**src/rtl/hssi_tc_mailbox_pkg.sv**
```systemverilog
// rtl/hssi_tc_mailbox_pkg.sv - shared mailbox offsets, command codes, CMD layout and FSM states
package hssi_tc_mailbox_pkg;

  localparam logic [3:0] OFF_CMD     = 4'h0;
  localparam logic [3:0] OFF_ADDRESS = 4'h4;
  localparam logic [3:0] OFF_RDDATA  = 4'h8;
  localparam logic [3:0] OFF_WRDATA  = 4'hC;

  localparam logic [1:0] CMD_NOOP = 2'd0;
  localparam logic [1:0] CMD_RD   = 2'd1;
  localparam logic [1:0] CMD_WR   = 2'd2;
  localparam logic [1:0] CMD_RSVD = 2'd3;

  typedef struct packed {
    logic [19:0] rsvd_hi;
    logic [3:0]  channel;
    logic [1:0]  rsvd_lo;
    logic        illegal_err;
    logic        timeout_err;
    logic        busy;
    logic        ack;
    logic [1:0]  cmd;
  } cmd_reg_t;

  typedef enum logic [1:0] {
    ST_IDLE    = 2'd0,
    ST_ISSUE   = 2'd1,
    ST_WAIT_RD = 2'd2,
    ST_DONE    = 2'd3
  } state_t;

endpackage

```
**src/rtl/hssi_mb_timeout.sv**
```systemverilog
// rtl/hssi_mb_timeout.sv - saturating access timeout counter
module hssi_mb_timeout #(
  parameter int TIMEOUT_CYC = 1024
) (
  input  logic clk,
  input  logic rst,
  input  logic clear,
  input  logic enable,
  output logic expire
);

  localparam int CNT_W = $clog2(TIMEOUT_CYC);
  localparam logic [CNT_W-1:0] LAST = CNT_W'(TIMEOUT_CYC - 1);

  logic [CNT_W-1:0] cnt;

  // Holds at LAST so a late transition into WAIT_RD still sees the expiry
  always_ff @(posedge clk or posedge rst) begin
    if (rst)
      cnt <= '0;
    else if (clear)
      cnt <= '0;
    else if (enable && cnt != LAST)
      cnt <= cnt + 1'b1;
  end

  assign expire = enable && (cnt == LAST);

endmodule

```
**src/rtl/hssi_tc_mailbox.sv**
```systemverilog
// rtl/hssi_tc_mailbox.sv - CSR mailbox issuing indirect accesses to per-channel traffic controllers
module hssi_tc_mailbox
  import hssi_tc_mailbox_pkg::*;
#(
  parameter int NUM_CH      = 4,
  parameter int TC_ADDR_W   = 16,
  parameter int TIMEOUT_CYC = 1024
) (
  input  logic                    clk,
  input  logic                    rst,
  input  logic                    csr_wr,
  input  logic                    csr_rd,
  input  logic [3:0]              csr_addr,
  input  logic [31:0]             csr_wdata,
  output logic [31:0]             csr_rdata,
  output logic                    csr_rvalid,
  output logic [NUM_CH-1:0]       tc_read,
  output logic [NUM_CH-1:0]       tc_write,
  output logic [TC_ADDR_W-1:0]    tc_addr,
  output logic [31:0]             tc_wdata,
  input  logic [NUM_CH-1:0]       tc_waitrequest,
  input  logic [NUM_CH*32-1:0]    tc_rdata,
  input  logic [NUM_CH-1:0]       tc_rdvalid
);

  state_t      state;
  cmd_reg_t    cmd_r;
  logic [31:0] address_r, rddata_r, wrdata_r;

  logic [NUM_CH-1:0] ch_sel;
  logic              req_taken, rd_hit, expire, active;
  logic [31:0]       rd_slice;
  logic [1:0]        wcmd;
  logic [3:0]        wch;
  logic              cmd_wr, illegal, start;

  assign ch_sel    = NUM_CH'(1) << cmd_r.channel;
  assign req_taken = ~|(tc_waitrequest & ch_sel);
  assign rd_hit    = |(tc_rdvalid & ch_sel);
  assign rd_slice  = 32'(tc_rdata >> {cmd_r.channel, 5'd0});

  assign wcmd    = csr_wdata[1:0];
  assign wch     = csr_wdata[11:8];
  assign cmd_wr  = csr_wr && (csr_addr == OFF_CMD) && !cmd_r.busy;
  assign illegal = (wcmd == CMD_RSVD) || (32'(wch) >= NUM_CH);
  assign start   = cmd_wr && !illegal && (wcmd != CMD_NOOP);
  assign active  = (state == ST_ISSUE) || (state == ST_WAIT_RD);

  // Requests decode straight from state so an async reset drops them immediately
  assign tc_read  = (state == ST_ISSUE && cmd_r.cmd == CMD_RD) ? ch_sel : '0;
  assign tc_write = (state == ST_ISSUE && cmd_r.cmd == CMD_WR) ? ch_sel : '0;
  assign tc_addr  = address_r[TC_ADDR_W-1:0];
  assign tc_wdata = wrdata_r;

  hssi_mb_timeout #(.TIMEOUT_CYC(TIMEOUT_CYC)) u_timeout (
    .clk    (clk),
    .rst    (rst),
    .clear  (start),
    .enable (active),
    .expire (expire)
  );

  always_ff @(posedge clk or posedge rst) begin
    if (rst) begin
      state      <= ST_IDLE;
      cmd_r      <= '0;
      address_r  <= '0;
      rddata_r   <= '0;
      wrdata_r   <= '0;
      csr_rdata  <= '0;
      csr_rvalid <= 1'b0;
    end else begin
      csr_rvalid <= csr_rd;
      if (csr_rd) begin
        case (csr_addr)
          OFF_CMD:     csr_rdata <= cmd_r;
          OFF_ADDRESS: csr_rdata <= address_r;
          OFF_RDDATA:  csr_rdata <= rddata_r;
          OFF_WRDATA:  csr_rdata <= wrdata_r;
          default:     csr_rdata <= '0;
        endcase
      end

      if (csr_wr && !cmd_r.busy) begin
        if (csr_addr == OFF_ADDRESS) address_r <= csr_wdata;
        if (csr_addr == OFF_WRDATA)  wrdata_r  <= csr_wdata;
      end

      if (cmd_wr) begin
        cmd_r.cmd         <= wcmd;
        cmd_r.channel     <= wch;
        cmd_r.timeout_err <= 1'b0;
        cmd_r.illegal_err <= illegal;
        cmd_r.ack         <= !start;
        cmd_r.busy        <= start;
      end

      case (state)
        ST_IDLE: if (start) state <= ST_ISSUE;
        ST_ISSUE: begin
          if (req_taken) begin
            state <= (cmd_r.cmd == CMD_RD) ? ST_WAIT_RD : ST_DONE;
          end else if (expire) begin
            cmd_r.timeout_err <= 1'b1;
            if (cmd_r.cmd == CMD_RD) rddata_r <= 32'hFFFF_FFFF;
            state <= ST_DONE;
          end
        end
        ST_WAIT_RD: begin
          // Data arriving on the expiry cycle takes priority over the timeout
          if (rd_hit) begin
            rddata_r <= rd_slice;
            state    <= ST_DONE;
          end else if (expire) begin
            cmd_r.timeout_err <= 1'b1;
            rddata_r          <= 32'hFFFF_FFFF;
            state             <= ST_DONE;
          end
        end
        ST_DONE: begin
          cmd_r.busy <= 1'b0;
          cmd_r.ack  <= 1'b1;
          state      <= ST_IDLE;
        end
        default: state <= ST_IDLE;
      endcase
    end
  end

endmodule

```
**config.mk**
```make
export PLATFORM = sky130hd
export DESIGN_NAME = hssi_tc_mailbox
export DESIGN_NICKNAME = d
export VERILOG_FILES = /design/src/rtl/hssi_tc_mailbox_pkg.sv /design/src/rtl/hssi_mb_timeout.sv /design/src/rtl/hssi_tc_mailbox.sv
export SDC_FILE = /design/constraint.sdc
export NUM_CORES = 1
export LEC_CHECK = 0
export CAP_MARGIN = 20
export CORE_MARGIN = 2
export CORE_UTILIZATION = 46
export DETAILED_ROUTE_END_ITERATION = 7
export PLACE_DENSITY = 0.9
export REMOVE_ABC_BUFFERS = 1
export SLEW_MARGIN = 40
export SYNTH_ARGS = -nofsm -noshare
export SYNTH_HDL_FRONTEND = slang
export SYNTH_SLANG_ARGS = --single-unit
```
**constraint.sdc**
```tcl
create_clock -name clk -period 6.2 [get_ports clk]
set_input_delay 1.24 -clock clk [delete_from_list [all_inputs] [get_ports clk]]
set_output_delay 1.24 -clock clk [all_outputs]
set_load 0.05 [all_outputs]
```
== Word-level counts from Yosys, hierarchy flattened ==
Cells that the tools add are included.

* Flip-flop bits (word level): 151
* Input port bits: 176
* Word-level logic and storage cells: 83

* Shift-type cells: 2
* Bitwise logic cells: 2
* Muxes and demuxes: 23
* $lt $le $gt $ge: 1
* $add $sub $neg: 1
* Reductions and logical operators: 25
* Equality and inequality tests: 16

{| class="wikitable"
|+ Operators with widths
! operator !! count
|-
| $mux W32 || 5
|-
| $pmux W32 S4 || 1
|-
| $shr A128 B9 Y32 || 1
|-
| $pmux W32 S2 || 1
|-
| $mux W10 || 2
|-
| $add A10 B1 Y10 const B || 1
|-
| $eq A10 B10 Y1 const B || 1
|-
| $mux W2 || 5
|-
| $ne A10 B10 Y1 const B || 1
|-
| $logic_and A1 B1 Y1 || 9
|-
| $and A4 B4 Y4 || 2
|-
| $eq A2 B2 Y1 const B || 4
|-
| $eq A4 B4 Y1 const B || 2
|-
| $mux W4 || 2
|-
| $pmux W2 S4 || 1
|-
| $reduce_bool A2 Y1 || 4
|-
| $reduce_or A4 Y1 || 2
|-
| $ne A2 B2 Y1 const B || 3
|-
| $mux W5 || 1
|-
| $reduce_and A5 Y1 || 1
|-
| $eq A2 B1 Y1 const B || 2
|-
| $eq A4 B3 Y1 const B || 1
|-
| $ge A4 B3 Y1 const B || 1
|-
| $logic_not A4 Y1 || 1
|-
| other kinds (9) || 16
|}

== Logic depth before layout (Yosys ltp) ==
Gate-level depths: netlist of the first run.

* Word-level depth: 10
* Mapped depth: 9

== Cells and area by module ==
A second synthesis of the first run with hierarchy kept.

* Cells, all modules: 651
* Area, all modules: 7747.4 µm²

{| class="wikitable"
|+ By module, submodules not included
! module !! area an instance (µm²) !! seq. area each (µm²) !! instances !! cells an instance
|-
| hssi_tc_mailbox || 7183.1 || 3528.4 || 1 || 592
|-
| hssi_mb_timeout || 564.3 || 250.2 || 1 || 59
|}

== Worst setup path before layout of the first run ==
No wires, ideal clock.

* Path type: register to output
* Start point: register state[1]
* End point: output tc_read[0]
* Arrival: 2183 ps
* Cell stages (with the launch flop): 6
* Data required time: 4960 ps
* Slack: 2777 ps
* Path buffers: 0
* Path through: dfrtp_1 inv_1 ha_1 inv_1 or2_2 nor3_1

* Word-level cells in the longest chain between the ends: 3

{| class="wikitable"
|+ Ends and longest elaborated chain
! what !! line !! RTL
|-
| start, declared || hssi_tc_mailbox.sv:26 || <nowiki>state_t state;</nowiki>
|-
| start signal, assigned || hssi_tc_mailbox.sv:102 || <nowiki>state <= (cmd_r.cmd == CMD_RD) ? ST_WAIT_RD : ST_DONE;</nowiki>
|-
| $eq A2 B1 Y1 || hssi_tc_mailbox.sv:50 || <nowiki>assign tc_read = (state == ST_ISSUE && cmd_r.cmd == CMD_RD) ? ch_sel : '0;</nowiki>
|-
| $logic_and A1 B1 Y1 || hssi_tc_mailbox.sv:50 ||
|-
| $mux W4 || hssi_tc_mailbox.sv:50 ||
|-
| end, declared || hssi_tc_mailbox.sv:17 || <nowiki>output logic [NUM_CH-1:0] tc_read,</nowiki>
|}

Every way passes these cells.

== Final worst setup path of the first run ==
* Start point: register cmd_r[9] (netlist bit)
* End point: output tc_read[3]

* Word-level cells in the longest chain between the ends: 2

{| class="wikitable"
|+ Ends and longest elaborated chain
! what !! line !! RTL
|-
| start, declared || hssi_tc_mailbox.sv:27 || <nowiki>cmd_reg_t cmd_r;</nowiki>
|-
| $shl A1 B4 Y4 || hssi_tc_mailbox.sv:37 || <nowiki>assign ch_sel = NUM_CH'(1) << cmd_r.channel;</nowiki>
|-
| $mux W4 || hssi_tc_mailbox.sv:50 ||
|}

Every way passes these cells.

==> run summary, run 1 <==
status -> completed
initial antenna violation count -> 0
Boundary Pins -> 265
Hold Crit Class -> reg -> reg
row cnt -> 47
CTS tree -> yes
Worst Hold End -> cmd_r[5]
CTS clock-pin slew for the worst setup and hold paths -> 0.06 ns
DR DRC count -> 0
HPWL after DPL -> 16290 um
hold depth -> 2
setup ws final -> 2.154 ns
Avg Vias per Cell -> 5.822
DP Worst Slack -> 2.423 ns
first-pass GRT wire length -> 36920 um
HP Start -> cmd_r[5]
gpl congestion -> 0.8114
maximum clock path buffer count -> 2
total number of vias -> 6404
Area contributors post-synth -> dfrtp_1 48%, mux2_2 10%, mux4_2 9.2%
WS Path Type -> reg -> out
core area -> 16580 sq um
Crit-path slowest cell -> dfrtp_4
DR iter-0 viols -> 564
Post-CTS Hold Buffers -> 0
DIE WIDTH -> 134.4 um
htree depth -> 4
Setup crit end kind -> primary output
die height -> 134.4 um
cells on worst reg2reg path -> 6
largest net degree at the start of global routing -> 74
fin. max-slew vios -> 0
synthesized instance count -> 634
final WL -> 23670 um
Final ANT Viol Nets -> 0
max frequency -> 247.1 MHz
Worst EP arrival -> 2.81 ns
Clock Latency Late Sink -> 0.43 ns
number of flops mapped to enable cells by yosys -> 0
Final Hold Viols -> 0
CTS root buf -> clkbuf_16
critical register-to-register path startpoint -> cmd_r[9]
# diodes -> 0
CTS buffer count -> 17
R2R setup slack -> 2.84 ns
Post-DP Area -> 10540 sq um
layout cell share with drive strength beyond 1 -> 22.05%
# setup viols final -> 0
register area share after synthesis -> 48.30%
relative slew slack -> 50.58%
Fin Setup TNS -> 0 ns
Fillers -> 1214
Overall Global Routing Usage -> 26.77%
pwr dens -> 372.6 nW/um^2
Setup Fix Bufs, Post-CTS -> 0
final core utilization -> 67.77%
Cell Area, Synth -> 7823 sq um
Distinct cells, synth -> 47
Post-CTS Resized -> 0
CTS sink cnt -> 151
max_cap viols -> 0
Reg2Reg Capture Point -> rddata_r[28]
WL/cell -> 21.52 um
critical path's top delay family -> flip-flops
Yosys reg bits -> 151
P_leak -> 0.004446 uW
min Tclk post-route -> 4.046 ns
Synth top area share -> 48.30%
die area -> 18060 sq um
post-route cell area -> 11240 sq um
ys async rst share -> 100.0%
CP Cell Sequence -> or3b_1 > nor3_1 > clkdlybuf4s50_1
critical path's largest stage delay -> 0.83 ns
critical path launch point type -> register
Initial DRT Pass Iterations -> 6
grt total ovfl -> 0
top_reg_cell synth -> dfrtp_1
Max VDD drop -> 0.0002250 V
fin crit share -> 65.26%
Buffers on Ports -> 264
unrepaired setup endpoints after global routing -> false
dominant cell type by area after synthesis -> dfrtp_1
Worst Skew -> 0.007983 ns
vias in the first global route -> 6814
CP Buf/Inv Count -> 1
Nets -> 1049
YS warnings -> 22
syn avg cell area -> 12.34 sq um
CP max FO -> 36
Initial Util -> 47.17%
Critical Path RT -> 4.96 ns
Least-Margin Pin Slew -> 0.7384 ns
area grow syn2layout -> 43.67%
-- routing by layer --
metal	up-vias	GRT usage (%)	share of wire, %
met4	0	11.70	3.6
met3	59	5.518	7.2
met1	3209	32.32	38
li1	2785	-	-
met2	351	46.43	51
met5	-	0	0
-- flip-flops by register name, summed over array words and instances, names as in the netlist --
| signal | count |
|---|---|
| state | 2 |
| cmd_r | 10 |
| tc_wdata | 32 |
| address_r | 32 |
| csr_rvalid | 1 |
| rddata_r | 32 |
| u_timeout.cnt | 10 |
| csr_rdata | 32 |
-- layout by cell type, fill, tap and decap left out, types with 3 or more instances in the layout --
cell	synthesis	routed
o22ai_1	35	35
or2_2	3	3
xnor2_1	7	7
ha_1	6	6
clkbuf_16	0	17
clkdlybuf4s50_1	0	263
nand3_1	4	4
buf_4	17	8
a22o_1	10	10
dfrtp_1	151	149
mux2i_1	4	4
nand2_1	78	76
mux4_2	32	32
inv_1	39	38
o21ai_0	3	3
nor2_1	20	18
mux2_2	72	72
a21oi_1	5	5
a221oi_1	11	11
a222oi_1	22	22
bufinv_16	0	6
mux2_4	30	30
nor3_1	10	10
-- per-stage QoR --
step | total power (uW) | hold WS (ns) | std cells
finish | 4188 | 0.4965 | 1100
global route | 4365 | 0.5214 | 1100
CTS | 4188 | 0.4971 | 1099
detailed placement | 2993 | 0.4839 | 1067
global placement | 2935 | 0.4670 | 1066
floorplan | 2458 | 0.4507 | 572
-- kinds of logic (layout without fill, tap and decap cells) --
| kind of cell | Yosys count | in the layout | share of synthesized area [%] |
|---|---|---|---|
| xor gates and xnor gates | 9 | 9 | 1.008 |
| DFF | 151 | 151 | 48.30 |
| and+or+nand+nor | 134 | 134 | 7.917 |
| buffers and inverters | 101 | 347 | 6.430 |
| muxes | 138 | 138 | 25.85 |
| adders and majority gates | 6 | 6 | 0.9597 |
| AOI/OAI and AO/OA | 95 | 95 | 9.533 |
-- worst reg2reg max path, cell delays in order, from the launching register on --
cell and delay [ns]:
dfrtp_4 0.83, or3b_1 0.51, o22a_1 0.32, nand2b_4 0.18
o21ai_4 0.59, buf_4 0.47, mux2_4 0.36
-- worst max-delay path by stage --
stage / startpoint / end / cells past startpoint
3_3_place_gp: csr_addr[2] / address_r[18] / 5
2_1_floorplan: rst / address_r[0] / 1
4_1_cts: cmd_r[9] / tc_write[2] / 3
5_1_grt: cmd_r[9] / tc_read[0] / 3
3_5_place_dp: tc_waitrequest[3] / rddata_r[25] / 7
6_report: cmd_r[9] / tc_read[3] / 3
-- cell usage after synthesis (all sizes together) (2+ instances only) --
| cell | n |
|---|---|
| nand2 | 78 |
| a222oi | 22 |
| nand4 | 2 |
| inv | 39 |
| xor2 | 2 |
| clkbuf | 24 |
| nor4 | 3 |
| a22o | 10 |
| nand2b | 3 |
| a21oi | 5 |
| nor2 | 20 |
| nor3 | 10 |
| nand3 | 4 |
| nor2b | 2 |
| a221oi | 11 |
| dfrtp | 151 |
| mux2i | 4 |
| ha | 6 |
| or3 | 2 |
| o22ai | 35 |
| or2 | 3 |
| mux4 | 32 |
| o21ai | 4 |
| mux2 | 102 |
| xnor2 | 7 |
| buf | 38 |
| o31ai | 2 |
-- where the power goes --
group          switching, uW  internal, uW  total (uW)  leakage [uW]
Combinational            790           716        1510       0.00229
Sequential               242          1260        1500       0.00183
Clock                    408           776        1180      0.000326
-- cell type report --
type,instances,area [sq um],area share (%)
inverter,39,151.4,1.347
clock buffer,20,456.7,4.064
multi-input combinational,382,3586,31.91
timing repair buffer,276,2763,24.58
clock inverter,12,222.7,1.982
tap,220,275.3,2.449
sequential,151,3784,33.67
Note: power is estimated with default switching activity, not from simulation.
==> inputs of run 2 (changes only) <==
==> constraint.sdc (replaced) <==
create_clock -name clk -period 4.1 [get_ports clk]
set_input_delay 0.82 -clock clk [delete_from_list [all_inputs] [get_ports clk]]
set_output_delay 0.82 -clock clk [all_outputs]
set_load 0.05 [all_outputs]
==> run 2 against run 1 <==
Global-route usage rose by 0.79 points. Hold slack improved by 0.0076 ns. Critical path type unchanged. Count of clock-buffer cells in the layout fell by 2. Combinational power rose by 54%. Register-to-register slack got worse by 1.7 ns. Largest cell class unchanged. Total power rose by 47%. Wire length rose by 2.8%. Critical endpoint is now tc_read[2]. Clock power rose by 36%. Highest routed layer unchanged. Die area did not move. Via count fell by 0.11%. Setup slack got worse by 1.6 ns. Largest power group unchanged. Final area fell by 0.23%.
==> run summary, run 2 (synthesis gave the netlist of run 1 again) <==
status -> completed
Final ANT Viol Nets -> 0
Hold Crit Class -> reg -> reg
max frequency -> 284.0 MHz
die height -> 134.4 um
htree depth -> 4
Avg Vias per Cell -> 5.800
Worst EP arrival -> 2.70 ns
Setup crit end kind -> primary output
Overall Global Routing Usage -> 27.56%
largest net degree at the start of global routing -> 69
fin crit share -> 85.87%
Nets -> 1052
Initial DRT Pass Iterations -> 6
DR DRC count -> 0
WS Path Type -> reg -> out
Crit-path slowest cell -> clkdlybuf4s50_1
WL/cell -> 22.07 um
Max VDD drop -> 0.0003416 V
area grow syn2layout -> 43.33%
fin. max-slew vios -> 0
grt total ovfl -> 0
# diodes -> 0
commonest non-fill, non-tap cell in the layout -> clkdlybuf4s50_1
critical path's top delay family -> buffers and inverters
CTS tree -> yes
Critical Path RT -> 3.28 ns
Buffers on Ports -> 264
Post-CTS Hold Buffers -> 0
Initial Util -> 47.17%
Fin Setup TNS -> 0 ns
Final Hold Viols -> 0
Worst Skew -> 0.01039 ns
Setup Fix Bufs, Post-CTS -> 0
Clock Latency Late Sink -> 0.42 ns
Fillers -> 1182
CP Cell Sequence -> inv_1 > ha_1 > inv_1 > or2_2 > nor3_1 > clkdlybuf4s50_1
maximum clock path buffer count -> 2
gpl congestion -> 0.7964
CTS clock-pin slew for the worst setup and hold paths -> 0.06 ns
Boundary Pins -> 265
CP max FO -> 5
CTS buffer count -> 17
relative slew slack -> 49.52%
Power Total -> 6170 uW
DIE WIDTH -> 134.4 um
max_cap viols -> 0
total number of vias -> 6397
die area -> 18060 sq um
core area -> 16580 sq um
CTS root buf -> clkbuf_16
Register Area -> 3781 sq um
critical path's largest stage delay -> 0.84 ns
multi-input logic area -> 3582 sq um
vias in the first global route -> 6864
Worst path most repeated cell -> inv_1
DR iter-0 viols -> 567
CTS sink cnt -> 151
pwr dens -> 550.3 nW/um^2
critical path launch point type -> register
final core utilization -> 67.61%
P_leak -> 0.004431 uW
HPWL after DPL -> 16630 um
row cnt -> 47
# setup viols final -> 0
initial antenna violation count -> 0
min Tclk post-route -> 3.521 ns
most frequent cells in the layout -> 264 x clkdlybuf4s50_1, 149 x dfrtp_1, 76 x nand2_1
unrepaired setup endpoints after global routing -> false
Post-CTS Resized -> 0
CP Buf/Inv Count -> 3
Least-Margin Pin Slew -> 0.7508 ns
layout cell share with drive strength beyond 1 -> 22.42%
final WL -> 24340 um
first-pass GRT wire length -> 37940 um
## run 2: cell count changes in the layout (fill, tap and decap cells not counted), sizes merged
cell	previous run	this run
buf	13	15
bufinv	6	2
clkbuf	20	18
clkdlybuf4s50	263	264
clkinv	4	5
clkinvlp	2	1
inv	39	45
## run 2: tightest hold or removal path, stage by stage (launching register included)
cell and delay (ns):
dfrtp_1 0.35, nand2_1 0.05, o21ai_0 0.06
## run 2: area by class of cell
type | instances | share of cell area, %
Clock inverter | 14 | 1.451
Inverter | 39 | 1.350
Multi-Input combinational cell | 382 | 31.95
Sequential cell | 151 | 33.72
Clock buffer | 18 | 3.917
Timing Repair Buffer | 279 | 25.15
Tap cell | 220 | 2.455
## run 2: where the power goes
part	internal [uW]	switching, uW	total (uW)
Combinational	1100	1230	2330
Clock	929	670	1600
Sequential	1900	347	2240
## run 2: metal layers
metal	part of all wire, %	GRT usage [%]	wire, um	vias up
li1	-	-	-	2803
met2	51	48.04	12410	331
met3	7.1	5.896	1737	57
met4	3.1	10.88	761	0
met5	0	0	0	-
met1	39	33.40	9427	3206
## run 2: worst paths after layout
path	startpoint	to	slack, ns	cells after the start
setup / recovery	state[1]	tc_read[2]	0.58	6
hold / removal	cmd_r[5]	cmd_r[5]	0.50	2
setup reg to reg	cmd_r[9]	rddata_r[30]	1.16	6
hold reg to reg	cmd_r[5]	cmd_r[5]	0.50	2
max in group asynchronous	rst	address_r[5]	2.38	3
min in group asynchronous	rst	rddata_r[7]	0.88	2
## run 2: stage by stage
stage                     area, sq um  hold slack (ns)  setup slack, ns  instances
after global placement          10550           0.4683            1.083       1069
final                           11210           0.5041           0.5793       1103
after detailed placement        10610           0.4944           0.9645       1071
after global routing            11210           0.5247           0.4541       1103
after CTS                       11210           0.5011           0.5580       1103
after floorplan                  7466           0.4507          -0.7847        572
==> inputs of run 3 (changes only) <==
--- a/config.mk
+++ b/config.mk
@@ -7,11 +7,12 @@
 export LEC_CHECK = 0
 export CAP_MARGIN = 20
 export CORE_MARGIN = 2
-export CORE_UTILIZATION = 46
+export CORE_UTILIZATION = 45
 export DETAILED_ROUTE_END_ITERATION = 7
-export PLACE_DENSITY = 0.9
+export PLACE_DENSITY = 0.88
 export REMOVE_ABC_BUFFERS = 1
 export SLEW_MARGIN = 40
 export SYNTH_ARGS = -nofsm -noshare
 export SYNTH_HDL_FRONTEND = slang
+export SYNTH_HIERARCHICAL = 1
 export SYNTH_SLANG_ARGS = --single-unit
==> run 3 against run 2 <==
Combinational power fell by 84%. Via count rose by 1.9%. Largest cell class unchanged. Non-clock buffer count rose by 1.
==> run summary, run 3 <==
relative slew slack -> 56.13%
critical register-to-register path startpoint -> cmd_r[8]
Post-CTS Hold Buffers -> 0
gpl congestion -> 0.8216
Overall Global Routing Usage -> 26.22%
NetSw -> 792.7 uW
switching portion of total power -> 23.23%
dominant cell type by area after synthesis -> dfrtp_1
Distinct cells, synth -> 54
syn avg cell area -> 11.90 sq um
hold depth -> 1
WL/cell -> 21.34 um
Worst EP arrival -> 3.03 ns
final WL -> 23800 um
# diodes -> 0
critical path launch point type -> register
Worst Skew -> 0.005590 ns
Clock power frac -> 44.1%
Synth top area share -> 48.77%
Compound-Gate Fraction of Synth Area -> 14.05%
# setup viols final -> 0
unrepaired setup endpoints after global routing -> false
Hold Crit Class -> reg -> reg
vias in the first global route -> 6691
placed insts -> 1083
HP Start -> rddata_r[13]
DIE WIDTH -> 135.2 um
WS Path Type -> reg -> out
DR DRC count -> 0
R2R setup slack -> 1.14 ns
maximum clock path buffer count -> 2
main combinational cell family by area after synthesis -> multiplexers
count leader, synth -> dfrtp_1
Critical Path RT -> 3.28 ns
CP max FO -> 7
Initial Util -> 46.39%
ys async rst share -> 100.0%
Area contributors post-synth -> dfrtp_1 49%, mux2_2 14%, mux2i_1 9.0%
Cell Area, Synth -> 7747 sq um
CTS buffer count -> 17
Initial DRT Pass Iterations -> 5
CTS root buf -> clkbuf_16
Yosys reg bits -> 151
CTS sink cnt -> 151
Boundary Pins -> 265
die height -> 135.2 um
total number of vias -> 6520
Reg2Reg Capture Point -> rddata_r[25]
min Tclk post-route -> 3.848 ns
Nets -> 1065
Buffers on Ports -> 264
register area share after synthesis -> 48.77%
htree depth -> 4
critical path's top delay family -> buffers and inverters
max frequency -> 259.9 MHz
P_leak -> 0.004318 uW
CP Cell Sequence -> inv_1 > ha_1 > nor3b_1 > nand2_1 > nor3_1 > clkdlybuf4s50_1
critical path's largest stage delay -> 0.88 ns
Cell Count, Final, Fillers Out -> 1115
Clock Latency Late Sink -> 0.42 ns
Setup crit end kind -> primary output
Adder-Cell Fraction of Synth Area -> 1.130%
DR iter-0 viols -> 491
Final Hold Viols -> 0
HPWL after DPL -> 16330 um
Power Total -> 3413 uW
cells on worst reg2reg path -> 6
sequential power share -> 45.1%
Avg Vias per Cell -> 5.848
DP Worst Slack -> 0.7526 ns
pwr dens -> 309.0 nW/um^2
CTS clock-pin slew for the worst setup and hold paths -> 0.06 ns
Post-CTS Resized -> 0
row cnt -> 47
most frequent cells after synthesis -> 151 x dfrtp_1, 99 x mux2_2, 70 x mux2i_1
commonest non-fill, non-tap cell in the layout -> clkdlybuf4s50_1
die area -> 18280 sq um
Gate power share -> 10.8%
Max VDD drop -> 0.0002686 V
YS warnings -> 50
Worst Hold End -> rddata_r[13]
post-synthesis mux area share -> 23.87%
setup ws final -> 0.2522 ns
CP Buf/Inv Count -> 2
largest net degree at the start of global routing -> 94
initial antenna violation count -> 0
Least-Margin Pin Slew -> 0.6580 ns
fin. max-slew vios -> 0
Crit-path slowest cell -> clkdlybuf4s50_1
core area -> 16700 sq um
max_cap viols -> 0
Post-Synth Simple-Gate Area -> 5.087%
Setup Fix Bufs, Post-CTS -> 0
status -> completed
top_reg_cell synth -> dfrtp_1
Final ANT Viol Nets -> 0
number of flops mapped to enable cells by yosys -> 0
synthesized instance count -> 651
most frequent cells in the layout -> 264 x clkdlybuf4s50_1, 150 x dfrtp_1, 99 x mux2_2
area grow syn2layout -> 42.55%
fin crit share -> 93.85%
CTS tree -> yes
Synth Area in XOR/XNOR -> 0.4522%
cell internal pwr -> 2620 uW
layout cell share with drive strength beyond 1 -> 17.88%
grt total ovfl -> 0
first-pass GRT wire length -> 36620 um
[run 3: layout make-up]
| cell class | instances | area (sq um) |
|---|---|---|
| sequential | 151 | 3782 |
| fill | 1291 | 5657 |
| clock inverter | 13 | 132.6 |
| timing repair buffer | 280 | 2775 |
| multi-input combinational | 391 | 3485 |
| clock buffer | 19 | 432.9 |
| inverter | 41 | 161.4 |
| tap | 220 | 275.3 |
[run 3: layer usage]
layer,global-route usage (%),share of wire (%)
met1,32.11,39
met2,45.09,50
met5,0,0
met4,8.738,2.4
met3,6.996,8.5
[run 3: worst max-delay path by stage]
stage	slack, ns	from	cells past startpoint	end
floorplan	-0.50	rst	1	address_r[0]
global placement	0.91	tc_rdvalid[3]	7	rddata_r[12]
detailed placement	0.75	state[1]	6	tc_read[0]
CTS	0.26	state[1]	6	tc_read[0]
global route	0.05	state[1]	6	tc_read[0]
finish	0.25	state[1]	6	tc_read[0]
[run 3: power groups by stage]
stage / sequential (uW) / clock, uW / combinational [uW]
floorplan: 1590 / 0 / 98.8
global placement: 1560 / 0 / 362
detailed placement: 1560 / 0 / 371
CTS: 1540 / 1530 / 373
global route: 1540 / 1590 / 397
finish: 1540 / 1500 / 370
[run 3: kinds of logic (layout without fill, tap and decap cells)]
logic type | after synthesis | after routing
xor+xnor | 4 | 4
flops | 151 | 151
compound gates | 133 | 133
mux | 172 | 172
simple gates | 75 | 75
fa+ha+maj | 7 | 7
buf+inv | 109 | 353
[run 3: stage by stage]
stage	cell area, sq um	utilization (%)	hold WS [ns]	setup TNS, ns
final	11040	66.13	0.4949	0
after detailed placement	10480	62.73	0.4776	0
after floorplan	7387	-	0.4507	-80.56
after CTS	11040	66.11	0.4937	0
after global routing	11040	66.13	0.5149	0
after global placement	10470	62.70	0.4719	0
